### src/rtl/uart_pkg.sv
// Shared UART receive definitions: FSM state encoding and frame constants.
//   UART_ADDR_W     width of the bit-period ROM address
//   UART_START_ADDR ROM address of the start bit
//   UART_STOP_ADDR  ROM address of the stop bit
//   UART_DATA_BITS  data bits per frame
package uart_pkg;

  localparam int unsigned UART_ADDR_W     = 4;
  localparam int unsigned UART_START_ADDR = 0;
  localparam int unsigned UART_STOP_ADDR  = 9;
  localparam int unsigned UART_DATA_BITS  = 8;

  typedef enum logic [2:0] {
    ST_IDLE     = 3'd0,
    ST_FETCH    = 3'd1,
    ST_LOAD     = 3'd2,
    ST_COUNT    = 3'd3,
    ST_BRK_WAIT = 3'd4
  } rx_state_e;

endpackage : uart_pkg

### src/rtl/uart_rx_sync.sv
// Metastability synchronizer for the asynchronous rx pin.
//   CLOCK    in  sole clock
//   RESET    in  synchronous active-high reset; chain resets to 1 (line idle)
//   async_in in  raw pad input
//   sync_out out input delayed through STAGES flops
module uart_rx_sync #(
  parameter int unsigned STAGES = 2
) (
  input  logic CLOCK,
  input  logic RESET,
  input  logic async_in,
  output logic sync_out
);

  logic [STAGES-1:0] sync_q;
  logic [STAGES-1:0] sync_d;

  // Shift toward the MSB; the MSB is the synchronized output.
  always_comb begin
    sync_d = {sync_q[STAGES-2:0], async_in};
  end

  always_ff @(posedge CLOCK) begin
    if (RESET) begin
      sync_q <= '1;
    end else begin
      sync_q <= sync_d;
    end
  end

  assign sync_out = sync_q[STAGES-1];

endmodule : uart_rx_sync

### src/rtl/uart_rx_bit_sequencer.sv
// UART RX controller: detects the start edge, walks the bit-period ROM over
// start/data/stop addresses, times each bit with a down-counter loaded from
// the ROM and assembles the received byte.
//   CLOCK     in  sole clock
//   RESET     in  synchronous active-high reset
//   en        in  receiver enable; low aborts any frame in progress
//   rx        in  asynchronous serial line, idle high
//   rom_addr  out bit-period ROM address
//   rom_data  in  ROM count, valid one cycle after rom_addr changes
//   rx_data   out last good byte, held until the next good frame
//   rx_valid  out one-cycle pulse: good frame received
//   frame_err out one-cycle pulse: stop bit sampled low
//   busy      out high whenever not IDLE
module uart_rx_bit_sequencer
  import uart_pkg::*;
#(
  parameter int unsigned WIDTH       = 8,
  parameter int unsigned SYNC_STAGES = 2,
  parameter int unsigned LAST_ADDR   = UART_STOP_ADDR
) (
  input  logic                   CLOCK,
  input  logic                   RESET,
  input  logic                   en,
  input  logic                   rx,
  output logic [UART_ADDR_W-1:0] rom_addr,
  input  logic [WIDTH-1:0]       rom_data,
  output logic [7:0]             rx_data,
  output logic                   rx_valid,
  output logic                   frame_err,
  output logic                   busy
);

  localparam int unsigned DB = UART_DATA_BITS;

  logic                   rx_s;
  rx_state_e              state_q,     state_d;
  logic [UART_ADDR_W-1:0] rom_addr_q,  rom_addr_d;
  logic [WIDTH-1:0]       cnt_q,       cnt_d;
  logic [DB-1:0]          shreg_q,     shreg_d;
  logic [7:0]             rx_data_q,   rx_data_d;
  logic                   rx_valid_q,  rx_valid_d;
  logic                   frame_err_q, frame_err_d;
  logic                   busy_q,      busy_d;

  uart_rx_sync #(
    .STAGES (SYNC_STAGES)
  ) u_sync (
    .CLOCK    (CLOCK),
    .RESET    (RESET),
    .async_in (rx),
    .sync_out (rx_s)
  );

  // Next-state and output decode.
  always_comb begin
    state_d     = state_q;
    rom_addr_d  = rom_addr_q;
    cnt_d       = cnt_q;
    shreg_d     = shreg_q;
    rx_data_d   = rx_data_q;
    rx_valid_d  = 1'b0;
    frame_err_d = 1'b0;

    if (!en && (state_q != ST_IDLE)) begin
      // Abort: drop the partial byte and park the ROM address.
      state_d    = ST_IDLE;
      rom_addr_d = '0;
      shreg_d    = '0;
    end else begin
      case (state_q)
        ST_IDLE: begin
          if (en && !rx_s) begin
            rom_addr_d = UART_ADDR_W'(UART_START_ADDR);
            state_d    = ST_FETCH;
          end
        end
        ST_FETCH: begin
          state_d = ST_LOAD;
        end
        ST_LOAD: begin
          cnt_d   = rom_data;
          state_d = ST_COUNT;
        end
        ST_COUNT: begin
          if (cnt_q != '0) begin
            cnt_d = cnt_q - WIDTH'(1);
          end else if (rom_addr_q == UART_ADDR_W'(UART_START_ADDR)) begin
            // Start bit must still be low at mid-bit, else it was a glitch.
            if (rx_s) begin
              state_d = ST_IDLE;
            end else begin
              rom_addr_d = UART_ADDR_W'(1);
              state_d    = ST_FETCH;
            end
          end else if (rom_addr_q == UART_ADDR_W'(LAST_ADDR)) begin
            if (rx_s) begin
              rx_data_d  = shreg_q;
              rx_valid_d = 1'b1;
              state_d    = ST_IDLE;
            end else begin
              frame_err_d = 1'b1;
              state_d     = ST_BRK_WAIT;
            end
          end else begin
            // LSB arrives first, so shift in from the top.
            shreg_d    = {rx_s, shreg_q[DB-1:1]};
            rom_addr_d = rom_addr_q + UART_ADDR_W'(1);
            state_d    = ST_FETCH;
          end
        end
        ST_BRK_WAIT: begin
          // Hold off start detection until the break releases.
          if (rx_s) begin
            state_d = ST_IDLE;
          end
        end
        default: begin
          state_d = ST_IDLE;
        end
      endcase
    end

    busy_d = (state_d != ST_IDLE);
  end

  // State and output registers.
  always_ff @(posedge CLOCK) begin
    if (RESET) begin
      state_q     <= ST_IDLE;
      rom_addr_q  <= '0;
      cnt_q       <= '0;
      shreg_q     <= '0;
      rx_data_q   <= '0;
      rx_valid_q  <= 1'b0;
      frame_err_q <= 1'b0;
      busy_q      <= 1'b0;
    end else begin
      state_q     <= state_d;
      rom_addr_q  <= rom_addr_d;
      cnt_q       <= cnt_d;
      shreg_q     <= shreg_d;
      rx_data_q   <= rx_data_d;
      rx_valid_q  <= rx_valid_d;
      frame_err_q <= frame_err_d;
      busy_q      <= busy_d;
    end
  end

  assign rom_addr  = rom_addr_q;
  assign rx_data   = rx_data_q;
  assign rx_valid  = rx_valid_q;
  assign frame_err = frame_err_q;
  assign busy      = busy_q;

endmodule : uart_rx_bit_sequencer
### config.mk
export PLATFORM = sky130hd
export DESIGN_NAME = uart_rx_bit_sequencer
export DESIGN_NICKNAME = d
export VERILOG_FILES = /design/src/rtl/uart_pkg.sv /design/src/rtl/uart_rx_sync.sv /design/src/rtl/uart_rx_bit_sequencer.sv
export SDC_FILE = /design/constraint.sdc
export NUM_CORES = 1
export LEC_CHECK = 0
export CAP_MARGIN = 20
export CORE_UTILIZATION = 48
export CTS_CLUSTER_SIZE = 20
export DETAILED_ROUTE_END_ITERATION = 12
export PLACE_DENSITY = 0.84
export SYNTH_ARGS = -nofsm -noshare
export SYNTH_HDL_FRONTEND = slang
export SYNTH_SLANG_ARGS = --single-unit
### constraint.sdc
create_clock -name CLOCK -period 1.78 [get_ports CLOCK]
set_input_delay 0.356 -clock CLOCK [delete_from_list [all_inputs] [get_ports CLOCK]]
set_output_delay 0.356 -clock CLOCK [all_outputs]
set_load 0.01 [all_outputs]
==> impl_metrics.prom <==
# TYPE chip_impl_metric gauge
chip_impl_info{name="run_status",value="completed"} 1
chip_impl_metric{name="grt_usage",unit=""} 0.2374
chip_impl_metric{name="first_global_vias",unit=""} 1665
chip_impl_metric{name="fillerInstances",unit=""} 294
chip_impl_metric{name="die_y",unit="µm"} 64.16
chip_impl_metric{name="vias",unit=""} 1893
chip_impl_metric{name="flow.area_growth_from_synthesis",unit="%"} 36.10
chip_impl_metric{name="finalWorstPathRequiredPeriod",unit="ns"} 1.760
chip_impl_info{name="cp-end-kind",value="register"} 1
chip_impl_metric{name="clock_pin_slew_of_the_registers_on_the_worst_case_setup_and_hold_paths",unit="ns"} 0.08
chip_impl_metric{name="fp.dieArea",unit="mm²"} 0.004116
chip_impl_metric{name="drt-wirelength-per-cell",unit="µm"} 15.34
chip_impl_metric{name="clockBufferDepth",unit=""} 2
chip_impl_metric{name="finalSetupViolCount",unit=""} 0
chip_impl_metric{name="grt_antenna_before_repair",unit=""} 0
chip_impl_metric{name="place_worst_setup_slack",unit="ns"} -0.3747
chip_impl_metric{name="synth_cell_type_count",unit=""} 51
chip_impl_metric{name="clock-sinks",unit=""} 36
chip_impl_metric{name="final-max-slew-violation-count",unit=""} 0
chip_impl_metric{name="cts_hold_buf",unit=""} 0
chip_impl_info{name="synth_most_common_cell",value="dfxtp_1"} 1
chip_impl_metric{name="finalWorstSetupSlack",unit="ns"} 0.02034
chip_impl_metric{name="firstDrtPassIters",unit=""} 4
chip_impl_metric{name="placed_area",unit="mm²"} 0.002317
chip_impl_metric{name="post_route_cell_area",unit="mm²"} 0.002524
chip_impl_info{name="worst_hold_path_type",value="register to register"} 1
chip_impl_metric{name="final_routed_drc_violation_total",unit=""} 0
chip_impl_info{name="yosys.area.top_type",value="dfxtp_1"} 1
chip_impl_metric{name="path_max_fanout",unit=""} 8
chip_impl_metric{name="synth-edff-count",unit=""} 0
chip_impl_metric{name="grt_start_max_net_pins",unit=""} 19
chip_impl_metric{name="rows",unit=""} 22
chip_impl_metric{name="drt-initial-drc-count",unit=""} 112
chip_impl_info{name="synth_ff_type",value="dfxtp_1"} 1
chip_impl_metric{name="cp_data_arrival_time",unit="ns"} 1.99
chip_impl_metric{name="ir_worst_vdd",unit="mV"} 0.5658
chip_impl_info{name="cts.root.buffer_cell",value="clkbuf_8"} 1
chip_impl_metric{name="async_reset_ff_frac",unit=""} 0
chip_impl_metric{name="worstMarginPinSlew",unit="ns"} 0.7072
chip_impl_metric{name="synth.ff_latch_count",unit=""} 36
chip_impl_metric{name="synthCells",unit=""} 218
chip_impl_metric{name="final_min_period_over_clock_period",unit=""} 0.9886
chip_impl_metric{name="dp_hpwl",unit="mm"} 3.113
chip_impl_metric{name="yosysWarnings",unit=""} 0
chip_impl_info{name="ys_top_cells_by_count",value="dfxtp_1, a21oi_1, o21ai_0"} 1
chip_impl_metric{name="syn-mean-instance-area",unit="µm²"} 8.506
chip_impl_metric{name="final_nets",unit=""} 284
chip_impl_metric{name="whs",unit="ns"} 0.4241
chip_impl_metric{name="avgViaCountPerCell",unit=""} 5.972
chip_impl_metric{name="synth_seq_area_share",unit=""} 0.3887
chip_impl_metric{name="grt_first_pass_wirelength",unit="mm"} 7.555
chip_impl_info{name="kind_of_critical_path",value="register to register"} 1
chip_impl_metric{name="port_buffers",unit=""} 26
chip_impl_metric{name="wirelength",unit="mm"} 4.863
chip_impl_metric{name="mappedNetlistArea",unit="mm²"} 0.001854
chip_impl_metric{name="setup_total_negative_slack",unit="ns"} 0
chip_impl_metric{name="design.core.area",unit="mm²"} 0.003689
chip_impl_info{name="post_synth_main_area_contributors",value="dfxtp_1, a21oi_1, o21ai_0, nand3_1, ha_1"} 1
chip_impl_metric{name="routability_congestion_estimate",unit=""} 0.8751
chip_impl_metric{name="htree_num_levels",unit=""} 2
chip_impl_metric{name="hold_violations",unit=""} 0
chip_impl_info{name="cts_tree",value="yes"} 1
chip_impl_metric{name="max-cap-violations",unit=""} 0
chip_impl_metric{name="grt_overflow_total",unit=""} 0
chip_impl_metric{name="ios",unit=""} 27
chip_impl_metric{name="mappedNetlistNets",unit=""} 234
chip_impl_metric{name="max_freq",unit="MHz"} 568.3
chip_impl_metric{name="relSlewSlack",unit=""} 0.5253
chip_impl_metric{name="route.antenna.remaining_nets",unit=""} 0
chip_impl_metric{name="worst_skew_pair.late_latency",unit="ns"} 0.29
chip_impl_metric{name="die_width",unit="µm"} 64.16
chip_impl_metric{name="cp_data_required_time",unit="ns"} 2.01
chip_impl_metric{name="p_leak",unit="nW"} 0.8803
chip_impl_metric{name="worst_clock_skew",unit="ns"} 0.005750
chip_impl_metric{name="yosysTopAreaCellShare",unit=""} 0.3887
chip_impl_metric{name="drive_above_1_share",unit=""} 0.2416
chip_impl_info{name="rsz_0062_raised_after_global_routing",value="yes"} 1
chip_impl_metric{name="power.density_cell_area",unit="mW/mm²"} 637.9
chip_impl_metric{name="final_core_util",unit=""} 0.6842
chip_impl_metric{name="numCtsBuffers",unit=""} 5
chip_impl_metric{name="start_util",unit=""} 0.5027
chip_impl_info{name="startpoint_type",value="register"} 1
chip_impl_metric{name="num_antenna_cells",unit=""} 0
==> routing by layer <==
| layer | track usage | up-vias | wire, µm |
|---|---|---|---|
| met5 | 0 | - | 0 |
| met4 | 0.08056 | 0 | 89 |
| met3 | 0.06607 | 13 | 243 |
| met2 | 0.3963 | 68 | 2358 |
| met1 | 0.2925 | 898 | 2172 |
| li1 | - | 914 | - |
==> worst max-delay path: stages (launching register included) <==
cell and delay (ns):
dfxtp_1 0.32, inv_2 0.08, ha_4 0.14, or3b_4 0.43
nor4_4 0.28, buf_6 0.17, nand3_1 0.11, a21oi_2 0.16
==> final cells by class <==
cell class                      count  area, µm²  share of cell area
Tap cell                           48      60.06             0.02380
Clock inverter                      3      42.54             0.01686
Timing Repair Buffer               55      480.5              0.1904
Inverter                            6      22.52            0.008924
Clock buffer                        5      68.82             0.02727
Multi-Input combinational cell    164       1127              0.4467
Sequential cell                    36      721.9              0.2861
==> cells by family after synthesis <==
group	after synthesis	synth area share
buffers and inverters	18	0.04251
AND/OR/NAND/NOR	78	0.2726
AO/OA/AOI/OAI	81	0.2632
multiplexers	1	0.006072
flip-flops	36	0.3887
adder cells (fa/ha/maj)	4	0.02699
==> state kept, by name, summed over array words and instances (netlist names) <==
| name | flops |
|---|---|
| busy | 1 |
| cnt_q | 8 |
| frame_err | 1 |
| rom_addr | 4 |
| rx_data | 8 |
| rx_valid | 1 |
| shreg_q | 8 |
| state_q | 3 |
| u_sync.sync_q | 2 |
==> placed cells by master, fill, tap and decap left out, drive strengths merged, types with 2 or more instances in the layout <==
cell,synthesis,layout
o31ai,2,2
dfxtp,36,36
a31oi,5,5
or3,5,5
nor4,3,3
or3b,2,2
and3b,2,2
nand2,8,8
nand4,2,2
ha,4,4
nor3,7,7
clkbuf,7,5
nand3,22,22
buf,5,29
or2,2,2
inv,6,6
o21ai,28,28
a21boi,2,2
clkdlybuf4s50,0,25
a21o,3,3
a21oi,30,30
nand4b,2,2
nand3b,5,5
nor3b,2,2
nor2,9,9
a211oi,2,2
==> path summary, 6_finish.rpt <==
path	depth (start not counted)	slack, ns	endpoint	start
worst max-delay path	7	0.02	rx_data[7]	cnt_q[0]
worst min-delay path	1	0.42	u_sync.sync_q[1]	u_sync.sync_q[0]
worst max register to register	7	0.02	rx_data[7]	cnt_q[0]
worst min register to register	1	0.42	u_sync.sync_q[1]	u_sync.sync_q[0]
==> stage by stage <==
stage                     std cells  total power (W)
final                           317         0.001610
after global routing            317         0.001651
after CTS                       317         0.001605
after detailed placement        305        0.0009006
after global placement          305        0.0008997
after floorplan                 218        0.0008593
==> report_power, final <==
part           internal, W  leakage [nW]  switching [W]
sequential        0.000807         0.291     0.00000388
combinational    0.0000413         0.535      0.0000361
clock             0.000414        0.0541       0.000307
total              0.00126         0.880       0.000347
==> what timing repair did <==
| action | 4_1_cts | 5_1_grt |
|---|---|---|
| buffers inserted | 4 | 0 |
| gates cloned | 0 | 0 |
| pin swaps | 6 | 4 |
| setup endpoints to repair | 7 | 21 |
| hold endpoints to repair | 0 | 0 |
| resized for setup | 4 | 17 |
No activity file was read; power rests on OpenSTA's default activity.
